===== src/rtl/rv32imf_pkg.sv =====
// Shared core package for the RV32IMF pipeline.
// Provides the operand width, the divider iteration count, the divide
// operation encoding and the helper that applies the final sign correction
// to a divider result.
package rv32imf_pkg;

  localparam int XLEN      = 32;
  localparam int DIV_ITERS = 32;

  // op[0] set means unsigned, op[1] set means remainder.
  typedef enum logic [1:0] {
    DIV_OP_DIV  = 2'd0,
    DIV_OP_DIVU = 2'd1,
    DIV_OP_REM  = 2'd2,
    DIV_OP_REMU = 2'd3
  } div_op_e;

  // Selects the quotient or the remainder for the requested op and
  // restores its sign. Both magnitudes come from an unsigned divide of the
  // operand magnitudes, so the signed ops only need a conditional negate.
  // Negating 0x80000000 yields 0x80000000, which is exactly the required
  // overflow answer for the most-negative / -1 case.
  function automatic logic [XLEN-1:0] div_sign_fix(
    input div_op_e         op,
    input logic [XLEN-1:0] quo_mag,
    input logic [XLEN-1:0] rem_mag,
    input logic            neg_quo,
    input logic            neg_rem
  );
    logic [XLEN-1:0] res;
    res = quo_mag;
    case (op)
      DIV_OP_DIV:  res = neg_quo ? (~quo_mag + 1'b1) : quo_mag;
      DIV_OP_DIVU: res = quo_mag;
      DIV_OP_REM:  res = neg_rem ? (~rem_mag + 1'b1) : rem_mag;
      DIV_OP_REMU: res = rem_mag;
      default:     res = quo_mag;
    endcase
    return res;
  endfunction

endpackage


===== src/rtl/int_div_unit.sv =====
// Iterative 32-bit integer divider (DIV, DIVU, REM, REMU).
// One restoring radix-2 step per cycle on operand magnitudes, followed by a
// sign correction when the result is registered.
//
// Ports:
//   clk        - clock, all state updates on the rising edge
//   reset_n    - asynchronous active-low reset
//   start      - request a divide this cycle (accepted in IDLE or DONE)
//   op         - div_op_e encoding: DIV=0, DIVU=1, REM=2, REMU=3
//   dividend   - rs1 value
//   divisor    - rs2 value
//   flush      - abandon any in-flight or requested divide
//   busy       - unit occupied (high in CALC)
//   valid      - one-cycle result strobe (high in DONE)
//   result     - quotient or remainder, held until the next valid
//   state_dbg  - current FSM state for observation
//
// Handshake: a request is taken on a rising edge where start=1, flush=0
// and the unit is not in CALC; start is ignored otherwise and need not be
// held. valid is a single-cycle strobe with no back-pressure; result stays
// stable from that strobe until the next one.
module int_div_unit #(
  parameter int XLEN = rv32imf_pkg::XLEN
) (
  input  logic            clk,
  input  logic            reset_n,
  input  logic            start,
  input  logic [1:0]      op,
  input  logic [XLEN-1:0] dividend,
  input  logic [XLEN-1:0] divisor,
  input  logic            flush,
  output logic            busy,
  output logic            valid,
  output logic [XLEN-1:0] result,
  output logic [1:0]      state_dbg
);
  import rv32imf_pkg::*;

  localparam logic [1:0] ST_IDLE = 2'd0;
  localparam logic [1:0] ST_CALC = 2'd1;
  localparam logic [1:0] ST_DONE = 2'd2;

  localparam logic [4:0] CNT_INIT = 5'(DIV_ITERS - 1);

  logic [1:0]      state_q;
  logic [4:0]      cnt_q;
  div_op_e         op_q;
  logic [XLEN-1:0] a_q;      // dividend magnitude, shifted out MSB first
  logic [XLEN-1:0] b_q;      // divisor magnitude
  logic [XLEN:0]   rem_q;    // 33-bit partial remainder
  logic [XLEN-1:0] quo_q;
  logic            neg_quo_q;
  logic            neg_rem_q;
  logic            busy_q;
  logic            valid_q;
  logic [XLEN-1:0] result_q;

  // Request decode
  logic            accept;
  logic            div_by_zero;
  logic            is_signed;
  logic            is_rem;
  logic [XLEN-1:0] abs_a;
  logic [XLEN-1:0] abs_b;
  logic [XLEN-1:0] dbz_result;

  always_comb begin
    accept      = start && !flush && (state_q != ST_CALC);
    div_by_zero = (divisor == '0);
    is_signed   = !op[0];
    is_rem      = op[1];
    abs_a       = (is_signed && dividend[XLEN-1]) ? (~dividend + 1'b1) : dividend;
    abs_b       = (is_signed && divisor[XLEN-1])  ? (~divisor + 1'b1)  : divisor;
    dbz_result  = is_rem ? dividend : '1;
  end

  // One restoring step: shift the next dividend bit into the remainder,
  // trial-subtract the divisor and keep the difference only when it does
  // not borrow. The extra top bit of diff is the borrow.
  logic [XLEN:0]   rem_shift;
  logic [XLEN+1:0] diff;
  logic            borrow;
  logic [XLEN:0]   rem_next;
  logic [XLEN-1:0] quo_next;
  logic [XLEN-1:0] final_result;

  always_comb begin
    rem_shift    = {rem_q[XLEN-1:0], a_q[XLEN-1]};
    diff         = {1'b0, rem_shift} - {2'b00, b_q};
    borrow       = diff[XLEN+1];
    rem_next     = borrow ? rem_shift : diff[XLEN:0];
    quo_next     = {quo_q[XLEN-2:0], ~borrow};
    final_result = div_sign_fix(op_q, quo_next, rem_next[XLEN-1:0],
                                neg_quo_q, neg_rem_q);
  end

  always_ff @(posedge clk or negedge reset_n) begin
    if (!reset_n) begin
      state_q   <= ST_IDLE;
      cnt_q     <= '0;
      op_q      <= DIV_OP_DIV;
      a_q       <= '0;
      b_q       <= '0;
      rem_q     <= '0;
      quo_q     <= '0;
      neg_quo_q <= 1'b0;
      neg_rem_q <= 1'b0;
      busy_q    <= 1'b0;
      valid_q   <= 1'b0;
      result_q  <= '0;
    end else if (flush) begin
      // Flush beats a simultaneous start; result keeps its last value.
      state_q <= ST_IDLE;
      busy_q  <= 1'b0;
      valid_q <= 1'b0;
    end else if (accept) begin
      op_q      <= div_op_e'(op);
      a_q       <= abs_a;
      b_q       <= abs_b;
      rem_q     <= '0;
      quo_q     <= '0;
      neg_quo_q <= (op == DIV_OP_DIV) && (dividend[XLEN-1] ^ divisor[XLEN-1]);
      neg_rem_q <= (op == DIV_OP_REM) && dividend[XLEN-1];
      if (div_by_zero) begin
        // No iterations needed: the answer is known now.
        state_q  <= ST_DONE;
        cnt_q    <= '0;
        busy_q   <= 1'b0;
        valid_q  <= 1'b1;
        result_q <= dbz_result;
      end else begin
        state_q <= ST_CALC;
        cnt_q   <= CNT_INIT;
        busy_q  <= 1'b1;
        valid_q <= 1'b0;
      end
    end else begin
      case (state_q)
        ST_CALC: begin
          a_q   <= {a_q[XLEN-2:0], 1'b0};
          rem_q <= rem_next;
          quo_q <= quo_next;
          cnt_q <= cnt_q - 5'd1;
          if (cnt_q == 5'd0) begin
            // Last step: register the corrected answer as we enter DONE.
            state_q  <= ST_DONE;
            busy_q   <= 1'b0;
            valid_q  <= 1'b1;
            result_q <= final_result;
          end
        end
        ST_DONE: begin
          state_q <= ST_IDLE;
          valid_q <= 1'b0;
        end
        default: begin
          state_q <= ST_IDLE;
          busy_q  <= 1'b0;
          valid_q <= 1'b0;
        end
      endcase
    end
  end

  assign busy      = busy_q;
  assign valid     = valid_q;
  assign result    = result_q;
  assign state_dbg = state_q;

endmodule


===== config.mk =====
export PLATFORM = sky130hd
export DESIGN_NAME = int_div_unit
export DESIGN_NICKNAME = d
export VERILOG_FILES = /design/src/rtl/rv32imf_pkg.sv /design/src/rtl/int_div_unit.sv
export SDC_FILE = /design/constraint.sdc
export NUM_CORES = 1
export LEC_CHECK = 0
export ABC_AREA = 1
export BUFFER_PORTS_ARGS = -buffer_cell sky130_fd_sc_hd__buf_2
export CAP_MARGIN = 0
export CORE_ASPECT_RATIO = 0.8
export CORE_MARGIN = 8
export CORE_UTILIZATION = 25
export DETAILED_ROUTE_END_ITERATION = 7
export PLACE_DENSITY = 0.46
export SETUP_SLACK_MARGIN = 0.4
export SYNTH_ARGS = -nofsm -noshare
export SYNTH_HDL_FRONTEND = slang
export SYNTH_SLANG_ARGS = --single-unit

===== constraint.sdc =====
create_clock -name clk -period 9.4 [get_ports clk]
set_input_delay 0.94 -clock clk [delete_from_list [all_inputs] [get_ports clk]]
set_output_delay 0.94 -clock clk [all_outputs]
set_load 0.02 [all_outputs]

==> results of run 1 <==
-- path summary, 6_finish.rpt --
| check | slack (ns) | from | end |
|---|---|---|---|
| min reg2reg | 0.47 | result[24] | result[24] |
| min | 0.41 | reset_n | b_q[17] |
| min in group clk | 0.47 | result[24] | result[24] |
| max reg2reg | 4.14 | b_q[22] | result[26] |
| max | 4.14 | b_q[22] | result[26] |
| max in group asynchronous | 7.69 | reset_n | quo_q[22] |
-- layout make-up --
class,instances,area [sq um]
inverters,293,1100
repair buffers,118,632
fillers,6013,38300
flip-flops and latches,171,4280
clock buffers,19,443
multi-input cells,1526,7760
well taps,702,878
clock inverters,13,156
-- synth_stat cells, drive strengths merged --
cell type  count
nand3        151
a41oi          1
o41ai          1
a211oi         1
nor2         194
o21ai        174
o22ai         54
nor4          10
a21oi         81
a31oi         12
nor3          32
o21a           2
clkinv         2
o221ai        22
o21bai         3
inv          291
nand2        635
dfrtp        171
buf           20
ha            38
xor2          45
a22o           1
o211ai        10
clkbuf        53
nand3b         7
a21o           1
nand4         19
or2            9
xnor2         16
o31ai          6
fa             1
-- stage by stage --
stage | utilization (%) | instance area [sq um] | instances | setup slack (ns)
final | 28.5 | 15200 | 2842 | 4.14
after global routing | 28.5 | 15200 | 2842 | 3.73
after CTS | 28.5 | 15200 | 2842 | 4.27
after detailed placement | 27.4 | 14600 | 2810 | 4.29
after global placement | 27.4 | 14600 | 2810 | 4.37
after floorplan | - | 13500 | 2063 | 5.82
-- logic make-up (layout without fill, tap and decap cells) --
| kind of cell | after synthesis | in the layout |
|---|---|---|
| compound gates | 369 | 369 |
| flops | 171 | 171 |
| buf+inv | 366 | 443 |
| fa+ha+maj | 39 | 39 |
| simple gates | 1057 | 1057 |
| xor+xnor | 61 | 61 |
-- layer usage --
metal	vias up	wire (microns)	global-route usage, %
met2	347	22100	24.9
li1	6835	-	-
met5	-	0	0
met3	46	2710	2.95
met4	0	840	3.99
met1	6478	25200	24.2
-- registers in the layout (all words and copies together), names as in the netlist --
| signal | flops |
|---|---|
| quo_q | 31 |
| neg_quo_q | 1 |
| op_q | 2 |
| b_q | 32 |
| rem_q | 32 |
| busy | 1 |
| neg_rem_q | 1 |
| state_dbg | 2 |
| result | 32 |
| cnt_q | 5 |
| a_q | 32 |
-- where the power goes --
group	internal, mW	switching, mW	total [mW]
clock network	0.406	0.355	0.761
logic	0.939	2.38	3.32
registers	0.934	0.136	1.07
total	2.28	2.87	5.15
==> results.yml, run 1 <==
final_layout:
  layout-drive-gt1-share_pct: 11.8
  final_cell_mix: "nand2_1 (601), inv_1 (269), dfrtp_1 (171)"
  num_antenna_cells: 0
  syn2layout_area_growth_pct: 13.2
  nets: 2236
  final_common_cell: "nand2_1"
clocking:
  clkTransAtPathRegs_ns: 0.07
  ctsRootBufferMaster: "clkbuf_16"
  cts_tree: "yes"
  cts_hold_buf: 0
  clk_path_buf_depth: 2
  cts_sinks: 171
  clkLatencyLatePin_ns: 0.48
  cts_resized: 0
  cts_buffers: 17
  cts_max_level: 4
  post-cts-setup-buffer-count: 0
logic_synthesis:
  ys_ff_latch: 171
  yosysTopAreaCell: "dfrtp_1"
  synth_compound_area_share_pct: 15.7
  syn_area_per_cell_sq_um: 6.53
  synth_cells: 2063
  synth_top_family_by_area: "simple AND/OR/NAND/NOR gates"
  synthMuxAreaShare_pct: 0
  synth-xor-area-share_pct: 3.97
  yosys_warnings: 0
  yosys-top-cells-area: "dfrtp_1 (32%), nand2_1 (17%), inv_1 (7.5%)"
  yosysSeqAreaShare_pct: 31.8
  yosys.area.top_type_share_pct: 31.8
  yosysUniqueCellTypes: 50
  yosys.area_share.simple_pct: 34.1
  netlist_area_sq_mm: 0.0135
  synth_nets: 2172
  synthAdderAreaFrac_pct: 3.68
timing:
  timing.hold.ws_ns: 0.406
  slew_viol_final: 0
  fmax_mhz: 190
  slew_headroom_pct: 36.5
  tightest_slew_ns: 0.952
  finalSetupViolations: 0
  clock_skew_ns: 0.0175
  period_needed_ns: 5.26
  timing.final.crit_share_pct: 56.0
  rsz0062_at_grt: "false"
  finalHoldViolCount: 0
  setup_tns_ns: 0
global_routing:
  antenna_found_initial: 1
  grt_overflow: 0
  first_global_vias: 13244
  grt_usage_pct: 16.5
  grt_pass1_wl_microns: 79100
  grt_max_degree: 81
outcome:
  status: "finished clean"
power:
  p_total_mw: 5.15
  peakVddDrop_mv: 0.186
  p_per_area_mw_per_mm2: 338
  p_leak_nw: 7.77
route:
  drt-wirelength-per-cell_microns: 17.9
  viasPerCell: 4.82
  ant_nets: 0
  drc_errors: 0
  dr.first_iter.drc_count: 1180
  drt_wl_total_microns: 50900
  drt_first_pass_iters: 7
  vias: 13706
worst_setup_path:
  cp.required_ns: 9.81
  crit_buf_inv: 3
  critPathKind: "flop to flop"
  path_depth: 24
  cp_top_family: "simple AND/OR/NAND/NOR gates"
  path_cells: "inv_1 > ha_1 > a21oi_1 > nor2_1 > nor2_1 > a21oi_2 > nor2_4 > nand2_4 > inv_2 > ha_1 > nand4_1 > nor3_1 > nand2_1 > inv_1 > nand3_1 > nor3_1 > nand2_1 > o21ai_0 > o21ai_0 > a21oi_1 > nor2_1 > nand4_1 > nand2_1 > nand2_1"
  slowest_stage: "nor2_4"
  worst-path-max-fanout: 48
  cp-end-kind: "flop"
  worst_path_most_repeated_cell: "nand2_1"
  reg2reg_depth: 24
  cp.arrival_ns: 5.67
  cp-start-kind: "flop"
  cpPeakStageDelay_ns: 0.52
placed_design:
  port_buffers: 105
  gp_congestion: 0.913
  place_hpwl_microns: 39900
floorplan:
  fp.coreArea_sq_mm: 0.0535
  start_util_pct: 25.2
  pin_count: 106
  die_area_sq_mm: 0.0616
  chipHeight_microns: 224
  fp.dieW_microns: 276
  core.rowCount: 76
run:
  drv_cap: 0
min_path:
  hold_path.class: "primary input to async pin"
(Power assumes the default switching activity.)
==> inputs of run 2 (changes only) <==
Settings changed: ABC_AREA 1 to 0.
Clock period 9.4 ns to 4.9 ns, I/O delays scaled along.
==> results.yml, run 2 <==
outcome:
  status: "finished clean"
clocking:
  cts_hold_buf: 0
  clk_path_buf_depth: 2
  ctsRootBufferMaster: "clkbuf_16"
  cts_max_level: 4
  cts_buffers: 17
  cts_sinks: 171
  clkTransAtPathRegs_ns: 0.08
  clkLatencyLatePin_ns: 0.46
  cts_tree: "yes"
worst_setup_path:
  slowest_stage: "dfrtp_1"
  cp.arrival_ns: 4.59
  path_cells: "inv_1 > ha_1 > fa_1 > nand2b_1 > a211oi_4 > o21ai_0 > a31oi_2 > xor2_1 > mux2i_1 > buf_4 > nand4_1 > nor4b_2 > mux2_1 > o211ai_1 > a21oi_1"
  cp-end-kind: "flop"
  cp-start-kind: "flop"
  critPathKind: "flop to flop"
  cp.required_ns: 5.23
  cpPeakStageDelay_ns: 0.41
  cp_top_family: "compound AO/OA/AOI/OAI gates"
  worst-path-max-fanout: 6
  crit_buf_inv: 2
logic_synthesis:
  yosys.area.top_type_share_pct: 34.1
  yosysTopAreaCell: "dfrtp_1"
  yosys-top-cells-area: "dfrtp_1 (34%), o21ai_0 (8.4%), nand2_1 (6.1%)"
  syn_area_per_cell_sq_um: 7.97
  ys_ff_latch: 171
  synth_nets: 1684
  async_flop_share_pct: 100
  yosys_warnings: 0
  yosysUniqueCellTypes: 94
  yosys-top-cells-count: "o21ai_0 (210), nand2_1 (204), dfrtp_1 (171)"
  netlist_area_sq_mm: 0.0126
  synth_cells: 1575
  synth_edf_count: 0
  yosysMostFrequentCell: "o21ai_0"
  yosysSeqAreaShare_pct: 34.1
  ys.flop_type: "dfrtp_1"
global_routing:
  first_global_vias: 11687
  antenna_found_initial: 3
  grt_pass1_wl_microns: 71400
  grt_overflow: 0
  grt_max_degree: 172
  grt_usage_pct: 15.7
timing:
  setup_tns_ns: 0
  finalSetupViolations: 0
  timing.final.crit_share_pct: 86.9
  slew_headroom_pct: 26.7
  clock_skew_ns: 0.0162
  finalHoldViolCount: 0
  fmax_mhz: 235
  period_needed_ns: 4.26
  rsz0062_at_grt: "false"
  tightest_slew_ns: 1.10
  slew_viol_final: 0
route:
  vias: 11943
  drc_errors: 0
  ant_nets: 0
  drt_wl_total_microns: 45500
  drt_first_pass_iters: 5
  dr.first_iter.drc_count: 941
  drt-wirelength-per-cell_microns: 19.5
  viasPerCell: 5.11
run:
  drv_cap: 0
power:
  peakVddDrop_mv: 0.321
  p_total_mw: 10.8
  p_leak_nw: 6.16
  p_per_area_mw_per_mm2: 739
floorplan:
  die_area_sq_mm: 0.0577
  chipHeight_microns: 216
  start_util_pct: 25.3
  pin_count: 106
  fp.coreArea_sq_mm: 0.0497
  fp.dieW_microns: 267
  core.rowCount: 73
min_path:
  hold_path.class: "primary input to async pin"
final_layout:
  num_antenna_cells: 0
  nets: 1758
  final_cell_mix: "o21ai_0 (208), nand2_1 (203), dfrtp_1 (170)"
  fillCellCount: 5372
  syn2layout_area_growth_pct: 16.4
  layout-drive-gt1-share_pct: 14.1
  final_common_cell: "o21ai_0"
placed_design:
  port_buffers: 105
  place_hpwl_microns: 34400
  gp_congestion: 0.926
## run 2: changes by cell type after synthesis, moves of 49 or more
cell / change
nand2_1: -398
inv_1: -214
nand3_1: -118
o21ai_0: +61
a21oi_1: +60
xnor2_1: +49
## run 2: area by class of cell
| cell class | count | area (sq um) | area share (%) |
|---|---|---|---|
| Inverter | 57 | 226 | 1.55 |
| Clock inverter | 11 | 168 | 1.15 |
| Timing Repair Buffer | 141 | 815 | 5.57 |
| Multi-Input combinational cell | 1261 | 7830 | 53.5 |
| Clock buffer | 21 | 460 | 3.15 |
| Tap cell | 675 | 845 | 5.78 |
| Sequential cell | 171 | 4280 | 29.3 |
## run 2: metal layers
metal | vias to the layer above | share of wire, % | global-route usage (%)
met2 | 275 | 44 | 23.6
li1 | 5783 | - | -
met4 | 4 | 1.8 | 3.80
met3 | 51 | 5.3 | 2.95
met5 | - | 0.040 | 0
met1 | 5830 | 49 | 22.8
## run 2: power breakdown
part	switching, mW	internal [mW]	total, mW
Clock	0.630	0.880	1.51
Sequential	0.388	1.83	2.22
Combinational	4.66	2.43	7.08
## run 2: what timing repair did
| item | in CTS | in global routing |
|---|---|---|
| setup buffers | 0 | 3 |
| resized for setup | 2 | 23 |
| pin swaps | 0 | 6 |
| cloned | 0 | 1 |
| setup endpoints to repair | 5 | 21 |
## run 2: logic make-up after synthesis
kind of cell	after synthesis	synth area share, %
adders and majority gates	39	3.95
xor gates and xnor gates	128	8.93
and+or+nand+nor	533	20.1
buffers and inverters	144	4.61
AOI/OAI and AO/OA	539	26.7
muxes	21	1.69
DFF	171	34.1
## run 2: final timing paths
kind                                  start          to  slack (ns)  cells past startpoint
worst max-delay path                a_q[31]  result[24]        0.64                     15
max in group asynchronous           reset_n     op_q[1]        3.90                      2
worst max register to register      a_q[31]  result[24]        0.64                     15
worst min register to register    result[8]   result[8]        0.48                      2
worst min-delay path                reset_n     b_q[28]        0.12                      2
min in group clk                divisor[16]     b_q[16]        0.33                      3
## run 2: per-stage QoR
step	cells	worst slack, ns	area [sq um]	utilization, %	hold WS [ns]
global placement	2301	0.375	13900	27.9	0.459
CTS	2333	0.450	14500	29.2	0.264
finish	2337	0.643	14600	29.4	0.121
detailed placement	2301	0.275	13900	27.9	0.473
global route	2337	0.394	14600	29.4	0.258
floorplan	1575	0.477	12600	-	0.194
## run 2: worst reg2reg max path, cell delays in order, from the launching register on
cell and delay [ns]:
dfrtp_1 0.41, inv_1 0.08, ha_1 0.23, fa_1 0.41, nand2b_1 0.22, a211oi_4 0.35
o21ai_0 0.29, a31oi_2 0.33, xor2_1 0.20, mux2i_1 0.33, buf_4 0.20, nand4_1 0.21
nor4b_2 0.36, mux2_1 0.35, o211ai_1 0.09, a21oi_1 0.08
